### src/rtl/eeg_sample_feeder_pkg.sv
// rtl/eeg_sample_feeder_pkg.sv - shared types and project defaults for the EEG sample feeder
package eeg_sample_feeder_pkg;

  localparam int EEG_SAMPLE_DEPTH  = 16;
  localparam int EEG_EPOCH_SAMPLES = 3000;

  typedef enum logic [1:0] {
    IDLE = 2'd0,
    EMIT = 2'd1,
    GAP  = 2'd2
  } feeder_state_t;

endpackage

### src/rtl/eeg_sample_feeder_sample_fifo.sv
// rtl/eeg_sample_feeder_sample_fifo.sv - synchronous FIFO, registered pointers wrapped by power-of-two masking
module sample_fifo #(
  parameter int WIDTH = 16,
  parameter int DEPTH = 8
) (
  input  logic                     clk,
  input  logic                     rst,
  input  logic                     push,
  input  logic                     pop,
  input  logic [WIDTH-1:0]         wdata,
  output logic [WIDTH-1:0]         rdata,
  output logic                     full,
  output logic                     empty,
  output logic [$clog2(DEPTH):0]   count
);

  localparam int AW = $clog2(DEPTH);

  logic [AW-1:0]    wr_ptr_q, wr_ptr_d;
  logic [AW-1:0]    rd_ptr_q, rd_ptr_d;
  logic [AW:0]      count_q, count_d;
  logic [WIDTH-1:0] mem_q [DEPTH];
  logic             do_push, do_pop;

  assign full  = (count_q == (AW+1)'(DEPTH));
  assign empty = (count_q == '0);
  assign count = count_q;
  assign rdata = mem_q[rd_ptr_q];

  always_comb begin
    do_push  = push && !full;
    do_pop   = pop && !empty;
    wr_ptr_d = wr_ptr_q;
    rd_ptr_d = rd_ptr_q;
    count_d  = count_q;
    if (do_push) begin
      wr_ptr_d = (wr_ptr_q + AW'(1)) & AW'(DEPTH-1);
    end
    if (do_pop) begin
      rd_ptr_d = (rd_ptr_q + AW'(1)) & AW'(DEPTH-1);
    end
    case ({do_push, do_pop})
      2'b10:   count_d = count_q + (AW+1)'(1);
      2'b01:   count_d = count_q - (AW+1)'(1);
      default: count_d = count_q;
    endcase
  end

  always_ff @(posedge clk or posedge rst) begin
    if (rst) begin
      wr_ptr_q <= '0;
      rd_ptr_q <= '0;
      count_q  <= '0;
    end else begin
      wr_ptr_q <= wr_ptr_d;
      rd_ptr_q <= rd_ptr_d;
      count_q  <= count_d;
    end
  end

  // Storage carries no reset; occupancy alone decides what is valid.
  always_ff @(posedge clk) begin
    if (do_push) begin
      mem_q[wr_ptr_q] <= wdata;
    end
  end

endmodule

### src/rtl/eeg_sample_feeder.sv
// rtl/eeg_sample_feeder.sv - buffers ADC samples and releases spaced new_eeg_sample pulses with epoch tracking
// Optional input offset subtraction is built when EEG_FEEDER_OFFSET_EN is defined.
module eeg_sample_feeder
  import eeg_sample_feeder_pkg::*;
#(
  parameter int EEG_SAMPLE_DEPTH = eeg_sample_feeder_pkg::EEG_SAMPLE_DEPTH,
  parameter int FIFO_DEPTH       = 8,
  parameter int MIN_GAP          = 4,
  parameter int EPOCH_SAMPLES    = eeg_sample_feeder_pkg::EEG_EPOCH_SAMPLES
) (
  input  logic                          clk,
  input  logic                          rst,
  input  logic                          adc_valid,
  input  logic [EEG_SAMPLE_DEPTH-1:0]   adc_sample,
`ifdef EEG_FEEDER_OFFSET_EN
  input  logic [EEG_SAMPLE_DEPTH-1:0]   adc_offset,
`endif
  output logic                          adc_ready,
  input  logic                          enable,
  input  logic                          clear_overflow,
  output logic                          new_eeg_sample,
  output logic [EEG_SAMPLE_DEPTH-1:0]   eeg_sample,
  output logic                          epoch_done,
  output logic                          overflow,
  output logic [$clog2(FIFO_DEPTH):0]   fill_level
);

  localparam int GW = $clog2(MIN_GAP + 2);
  localparam int EW = $clog2(EPOCH_SAMPLES);

  feeder_state_t               state_q, state_d;
  logic [GW-1:0]               gap_q, gap_d;
  logic [EW-1:0]               epoch_cnt_q, epoch_cnt_d;
  logic                        new_q, new_d;
  logic                        epoch_done_q, epoch_done_d;
  logic                        overflow_q, overflow_d;
  logic [EEG_SAMPLE_DEPTH-1:0] sample_q, sample_d;

  logic                        fifo_push, fifo_pop, fifo_full, fifo_empty, drop;
  logic [EEG_SAMPLE_DEPTH-1:0] fifo_wdata, fifo_rdata;

`ifdef EEG_FEEDER_OFFSET_EN
  logic [EEG_SAMPLE_DEPTH:0]   offset_diff;
  assign offset_diff = {1'b0, adc_sample} - {1'b0, adc_offset};
  assign fifo_wdata  = offset_diff[EEG_SAMPLE_DEPTH] ? '0 : offset_diff[EEG_SAMPLE_DEPTH-1:0];
`else
  assign fifo_wdata  = adc_sample;
`endif

  assign adc_ready = !fifo_full;
  assign fifo_push = adc_valid && !fifo_full;
  assign drop      = adc_valid && fifo_full;

  sample_fifo #(
    .WIDTH (EEG_SAMPLE_DEPTH),
    .DEPTH (FIFO_DEPTH)
  ) u_fifo (
    .clk   (clk),
    .rst   (rst),
    .push  (fifo_push),
    .pop   (fifo_pop),
    .wdata (fifo_wdata),
    .rdata (fifo_rdata),
    .full  (fifo_full),
    .empty (fifo_empty),
    .count (fill_level)
  );

  // The pulse, sample and epoch flag are registered on the IDLE->EMIT edge so
  // they are visible during the EMIT cycle itself; the head is popped in EMIT.
  // The IDLE decision cycle counts as the last gap cycle, so a backlogged FIFO
  // emits exactly MIN_GAP cycles apart.
  always_comb begin
    state_d      = state_q;
    gap_d        = gap_q;
    epoch_cnt_d  = epoch_cnt_q;
    new_d        = 1'b0;
    epoch_done_d = 1'b0;
    sample_d     = sample_q;
    fifo_pop     = 1'b0;
    case (state_q)
      IDLE: begin
        if (enable && !fifo_empty) begin
          state_d  = EMIT;
          new_d    = 1'b1;
          sample_d = fifo_rdata;
          if (epoch_cnt_q == EW'(EPOCH_SAMPLES - 1)) begin
            epoch_cnt_d  = '0;
            epoch_done_d = 1'b1;
          end else begin
            epoch_cnt_d  = epoch_cnt_q + EW'(1);
          end
        end
      end
      EMIT: begin
        fifo_pop = 1'b1;
        gap_d    = GW'(MIN_GAP - 1);
        state_d  = (MIN_GAP > 2) ? GAP : IDLE;
      end
      GAP: begin
        gap_d = gap_q - GW'(1);
        if (gap_q <= GW'(2)) begin
          state_d = IDLE;
        end
      end
      default: state_d = IDLE;
    endcase
  end

  always_comb begin
    overflow_d = overflow_q;
    if (drop) begin
      overflow_d = 1'b1;
    end else if (clear_overflow) begin
      overflow_d = 1'b0;
    end
  end

  always_ff @(posedge clk or posedge rst) begin
    if (rst) begin
      state_q      <= IDLE;
      gap_q        <= '0;
      epoch_cnt_q  <= '0;
      new_q        <= 1'b0;
      epoch_done_q <= 1'b0;
      overflow_q   <= 1'b0;
      sample_q     <= '0;
    end else begin
      state_q      <= state_d;
      gap_q        <= gap_d;
      epoch_cnt_q  <= epoch_cnt_d;
      new_q        <= new_d;
      epoch_done_q <= epoch_done_d;
      overflow_q   <= overflow_d;
      sample_q     <= sample_d;
    end
  end

  assign new_eeg_sample = new_q;
  assign eeg_sample     = sample_q;
  assign epoch_done     = epoch_done_q;
  assign overflow       = overflow_q;

endmodule

### config.mk
export PLATFORM = sky130hd
export DESIGN_NAME = eeg_sample_feeder
export DESIGN_NICKNAME = d
export VERILOG_FILES = /design/src/rtl/eeg_sample_feeder_pkg.sv /design/src/rtl/eeg_sample_feeder_sample_fifo.sv /design/src/rtl/eeg_sample_feeder.sv
export SDC_FILE = /design/constraint.sdc
export NUM_CORES = 1
export LEC_CHECK = 0
export BUFFER_PORTS_ARGS = -buffer_cell sky130_fd_sc_hd__buf_2
export CORE_MARGIN = 1.5
export CORE_UTILIZATION = 51
export CTS_BUF_LIST = sky130_fd_sc_hd__clkbuf_8
export DETAILED_ROUTE_END_ITERATION = 8
export HOLD_SLACK_MARGIN = 0.06
export PLACE_DENSITY = 0.71
export SKIP_CTS_REPAIR_TIMING = 1
export SLEW_MARGIN = 10
export SYNTH_ARGS = -nofsm -noshare
export SYNTH_HDL_FRONTEND = slang
export SYNTH_HIERARCHICAL = 1
export SYNTH_SLANG_ARGS = --single-unit
### constraint.sdc
create_clock -name clk -period 3.1 [get_ports clk]
set_clock_uncertainty 0.2 [all_clocks]
set_input_delay 0.31 -clock clk [delete_from_list [all_inputs] [get_ports clk]]
set_output_delay 0.31 -clock clk [all_outputs]
set_load 0.005 [all_outputs]
==> flow_summary.yaml, run 1 <==
placed_design:
  dpl_cell_area_sq_um: 7667
  port_buffers: 44
  gp_congestion: 0.8056
  dp_hpwl_um: 7608
  place_ws_ns: 0.07202
cells_and_area:
  drive_gt1_frac: 0.2644
  area_growth_pct: 15.59
  final_cell_mix: "128 x edfxtp_1, 60 x nand2_1, 44 x dfrtp_1, 44 x buf_2, 25 x mux4_1"
  final_common_cell: "edfxtp_1"
  postLayoutCellArea_sq_um: 8295
  finalNetCount: 542
  n_antenna_cell: 0
floorplan:
  die_x_um: 121.6
  rows: 43
  die_area_sq_um: 14790
  start_util: 0.5190
  die_h_um: 121.6
  coreArea_sq_um: 13830
  ios: 45
critical_path:
  cp.required_ns: 3.24
  crit_family: "compound AO/OA/AOI/OAI gates"
  cp_max_fo: 7
  path_buf_inv: 3
  startpoint_type: "flop"
  r2r_setup_slack_ns: 0.05
  cp_cell_sequence: "buf_4 > o41ai_1 > buf_4 > inv_1 > ha_1 > ha_1 > or4b_2 > o311ai_0 > o211ai_1"
  arrival_ns: 3.19
  max_stage_delay_ns: 0.64
  crit_type: "flop to flop"
  cp-end-kind: "flop"
  cpMaxStageDelayCell: "or4b_2"
sta:
  fin_crit_sh: 0.9823
  setup_viol: 0
  period_minus_slack_ns: 3.045
  relSlewSlack: 0.6082
  finalHoldViolCount: 0
  setup_ws_ns: 0.05493
  tightest_slew_ns: 0.5877
  fmax_mhz: 328.4
  drv_slew: 0
  setup_tns_ns: 0
clock_network:
  worst_skew_pair.late_latency_ns: 0.46
  numCtsBuffers: 17
  clkSinkCount: 174
  path_clk_slew_ns: 0.10
  tritoncts: "built"
  root_buffer: "clkbuf_8"
  clockBufferDepth: 2
  htree_levels: 4
hold_path:
  hold_path_class: "input pin to flop"
route:
  drc_errors: 0
  antenna_left: 0
  wl_per_cell_um: 18.58
  drt-vias-per-instance: 5.407
  drt_iter0_markers: 226
  routed_wl_um: 13040
  drt_pass1_iterations: 5
  vias: 3796
outcome:
  status: "complete, no violations"
pwr:
  power.density_nw_per_um2: 851.6
  power.leakage_nw: 3.240
  irDropWorstVdd_uv: 619.7
synthesis:
  yosysWarnings: 6
  synthTopCellsByArea: "edfxtp_1 54%, dfrtp_1 16%, mux4_1 9.2%, nand2_1 3.2%, mux2_2 3.0%"
  syn_nets: 454
  syn-cell-area_sq_um: 7177
  syn_inst: 421
  synth.distinct_cells: 47
  yosysTopAreaCell: "edfxtp_1"
  yosysTopAreaCellShare: 0.5356
  synth.avg_cell_area_sq_um: 17.05
  ys_ff_latch: 174
  seq_area_frac_synth: 0.6960
grt:
  grt_pass1_wl_um: 20040
  antenna_found_initial: 0
  grt_pass1_vias: 3802
  overflow: 0
  grt_max_degree: 35
  grt.total_usage: 0.1878
flow_run:
  maxCapViolCount: 0
-- cell usage after synthesis (all sizes together) --
cell type	n
edfxtp	128
nand2	62
dfrtp	46
mux4	32
inv	19
mux2	19
nor2	14
buf	11
ha	11
xnor2	10
nand3	7
o21ai	7
a21oi	6
clkbuf	5
nand4	5
nor3	4
xor2	4
and3	3
nor2b	3
a31o	2
and2	2
nand2b	2
nand3b	2
nor3b	2
nor4	2
or4b	2
a2111o	1
a21o	1
a31oi	1
and4	1
fa	1
mux2i	1
nor4b	1
o211ai	1
o21a	1
o311ai	1
o41ai	1
-- path summary, 6_finish.rpt --
kind | from | to | depth (start not counted)
max in group asynchronous | rst | epoch_cnt_q[0] | 4
worst max-delay path | u_fifo/count[0] | u_fifo/count[3] | 9
worst min-delay path | adc_valid | u_fifo/wr_ptr_q[0] | 4
min in group asynchronous | rst | u_fifo/count[3] | 3
worst max register to register | u_fifo/count[0] | u_fifo/count[3] | 9
worst min register to register | eeg_sample[0] | eeg_sample[0] | 2
-- layer usage --
| layer | track usage | part of all wire | vias up |
|---|---|---|---|
| met5 | 0 | 0 | - |
| met2 | 0.3238 | 0.53 | 52 |
| met1 | 0.2287 | 0.42 | 1946 |
| met4 | 0.05588 | 0.011 | 0 |
| li1 | - | - | 1787 |
| met3 | 0.05805 | 0.035 | 11 |
-- flip-flops by register name (all words and copies together) (netlist names) --
name,flops
epoch_done,1
u_fifo/rd_ptr_q,3
overflow,1
epoch_cnt_q,12
u_fifo/count,4
eeg_sample,16
new_eeg_sample,1
u_fifo/wr_ptr_q,3
u_fifo/mem_q,128
state_q,2
gap_q,3
-- cells by family after synthesis --
kind of cell / synth area share
flip-flops: 0.6960
AND/OR/NAND/NOR: 0.07688
multiplexers: 0.1447
buffers and inverters: 0.02388
AO/OA/AOI/OAI: 0.01953
XOR/XNOR: 0.01708
adder cells (fa/ha/maj): 0.02197
-- tightest hold or removal path: stages --
cell	delay (ns)
buf_2	0.10
nor2b_1	0.16
nand2_2	0.10
xnor2_1	0.07
-- per-stage QoR --
stage / total power [mW] / instances / hold slack, ns / utilization
2_1_floorplan: 4.846 / 421 / -0.04982 / -
3_3_place_gp: 5.418 / 647 / 0.1205 / 0.5545
3_5_place_dp: 5.504 / 647 / 0.1229 / 0.5545
4_1_cts: 7.061 / 679 / -0.3917 / 0.5837
5_1_grt: 7.472 / 702 / 0.1157 / 0.5999
6_report: 7.065 / 702 / 0.1070 / 0.5999
-- final cells by class --
type | instances | area [sq um]
Sequential cell | 174 | 4997
Clock inverter | 15 | 168.9
Timing Repair Buffer | 85 | 575.6
Multi-Input combinational cell | 212 | 2023
Tap cell | 180 | 225.2
Inverter | 19 | 71.32
Clock buffer | 17 | 234.0
Fill cell | 1012 | 5532
-- power by group --
part | internal [mW] | switching, mW
registers | 3.00 | 0.212
logic | 1.11 | 1.18
clock network | 0.677 | 0.883
total | 4.79 | 2.28
No activity file was read; power rests on OpenSTA's default activity.
==> run 2, diff against run 1 <==
Settings changed: PLACE_DENSITY 0.71 to 0.69, SYNTH_HIERARCHICAL 1 to unset.
Clock period 3.1 ns to 3.53 ns, I/O delays scaled along.
==> flow_summary.yaml, run 2 <==
pwr:
  irDropWorstVdd_uv: 622.4
  power.density_nw_per_um2: 762.6
  power.leakage_nw: 3.011
critical_path:
  cp-end-kind: "flop"
  crit_type: "flop to flop"
  cp_max_fo: 8
  startpoint_type: "flop"
  r2r-end: "u_fifo.count[2]"
  arrival_ns: 3.10
  r2r_setup_slack_ns: 0.56
  reg2reg_depth: 10
  cp.required_ns: 3.66
  r2r-start: "u_fifo.count[0]"
floorplan:
  coreArea_sq_um: 13240
  rows: 42
  die_area_sq_um: 14310
  die_h_um: 119.6
  die_x_um: 119.6
  ios: 45
  start_util: 0.5238
placed_design:
  gp_congestion: 0.7732
  place_inst: 616
  dp_hpwl_um: 7506
  port_buffers: 44
synthesis:
  synth.avg_cell_area_sq_um: 17.30
  synthTopCellsByCount: "128 x edfxtp_1, 46 x dfrtp_1, 36 x nand2_1, 32 x mux4_2, 21 x o21ai_0"
  synth_simple_gate_area_frac: 0.06169
  synth_edf_count: 128
  synth.distinct_cells: 39
  ys_ff_latch: 174
  synth.most_common_cell: "edfxtp_1"
  syn_nets: 433
  yosysTopAreaCellShare: 0.5541
  synthAdderAreaFrac: 0.01984
  syn-cell-area_sq_um: 6937
  synth_top_family_by_area: "multiplexers"
  synth_compound_gate_area_share: 0.02543
  syn_inst: 401
  synth-main-ff-cell: "edfxtp_1"
  yosysTopAreaCell: "edfxtp_1"
  yosysWarnings: 0
  seq_area_frac_synth: 0.7201
  async_reset_ff_frac: 0.2644
  synth_mux_area_frac: 0.1319
  synth-xor-area-share: 0.02146
  synthTopCellsByArea: "edfxtp_1 55%, dfrtp_1 17%, mux4_2 10%, mux2i_1 2.3%, ha_1 2.0%"
clock_network:
  root_buffer: "clkbuf_8"
  clockBufferDepth: 2
  numCtsBuffers: 17
  path_clk_slew_ns: 0.09
  clkSinkCount: 174
  tritoncts: "built"
  htree_levels: 4
  worst_skew_pair.late_latency_ns: 0.45
route:
  antenna_left: 0
  routed_wl_um: 12320
  drc_errors: 0
  drt_pass1_iterations: 4
  drt-vias-per-instance: 5.483
  wl_per_cell_um: 18.48
  drt_iter0_markers: 190
  vias: 3657
sta:
  fmax_mhz: 336.3
  tightest_slew_ns: 1.072
  fin_crit_sh: 0.8424
  setup_viol: 0
  rsz0062_at_grt: "false"
  drv_slew: 0
  setup_tns_ns: 0
  relSlewSlack: 0.2830
  period_minus_slack_ns: 2.974
  finalHoldViolCount: 0
cells_and_area:
  final_common_cell: "edfxtp_1"
  largest-register: "u_fifo.mem_q"
  largest_reg_flops: 128
  layoutNonFillerInstCount: 667
  area_growth_pct: 15.64
  finalNetCount: 510
  n_antenna_cell: 0
  drive_gt1_frac: 0.2587
  final_cell_mix: "128 x edfxtp_1, 45 x dfrtp_1, 44 x buf_2"
hold_path:
  hp-start: "enable"
  hold_depth: 3
  min_to: "state_q[0]"
  hold_path_class: "input pin to flop"
grt:
  antenna_found_initial: 0
  overflow: 0
  grt_pass1_wl_um: 19830
  grt_pass1_vias: 3703
  grt_max_degree: 47
  grt.total_usage: 0.1895
flow_run:
  maxCapViolCount: 0
outcome:
  status: "complete, no violations"
==> run 2: cell types whose count changed after synthesis, sizes merged, moves of 3 or more <==
cell   delta
mux2i    +15
inv       -7
a21oi     -3
o21ai    +14
mux2     -16
nand2    -26
nor2      +3
==> run 2: stage by stage <==
step	instance area [sq um]	hold slack (ns)	power, mW	worst slack [ns]	util
detailed placement	7405	0.2651	4.753	0.5987	0.5591
floorplan	6937	0.2519	4.175	0.7127	-
finish	8021	0.08802	6.117	0.5565	0.6057
global route	8021	0.07732	6.484	0.4047	0.6057
CTS	7831	-0.1204	6.177	0.5793	0.5914
global placement	7405	0.2609	4.694	0.6829	0.5591
==> run 2: area by class of cell <==
type / instances / area, sq um
Fill cell: 1044 / 5221
Sequential cell: 174 / 4996
Multi-Input combinational cell: 199 / 1828
Timing Repair Buffer: 74 / 505.5
Clock buffer: 22 / 302.8
Tap cell: 176 / 220.2
Clock inverter: 10 / 123.9
Inverter: 12 / 45.04
==> run 2: layer usage <==
| metal | global-route usage | part of all wire |
|---|---|---|
| met3 | 0.04563 | 0.030 |
| met4 | 0.06622 | 0.013 |
| met1 | 0.2437 | 0.44 |
| met2 | 0.3182 | 0.52 |
| met5 | 0 | 0 |
==> run 2: cell families after synthesis <==
group                      count (synthesis)
adders and majority gates                 11
xor gates and xnor gates                  17
muxes                                     51
buffers and inverters                     28
AOI/OAI and AO/OA                         32
DFF                                      174
and+or+nand+nor                           88
==> run 2: worst max path at each step <==
stage | start | endpoint | cells after the start
floorplan | u_fifo.count[1] | u_fifo.count[2] | 11
global placement | u_fifo.count[0] | u_fifo.count[2] | 10
detailed placement | u_fifo.count[0] | u_fifo.count[2] | 10
CTS | u_fifo.count[0] | u_fifo.count[2] | 10
global route | u_fifo.count[0] | u_fifo.count[2] | 10
finish | u_fifo.count[0] | u_fifo.count[2] | 10
==> run 2: critical path: stages, from the launching register on <==
cell and delay, ns:
dfrtp_1 0.47, or4b_2 0.73, and2_1 0.23, inv_1 0.12, ha_1 0.27, xor2_1 0.10
ha_1 0.18, a21oi_1 0.16, xor2_1 0.18, nor2_1 0.07, xor2_1 0.14
==> run 2: report_power, final <==
group	internal, mW	leakage [nW]	switching [mW]
Clock	0.732	0.218	0.699
Sequential	2.63	1.74	0.362
Combinational	0.875	1.06	0.823
Total	4.23	3.01	1.88
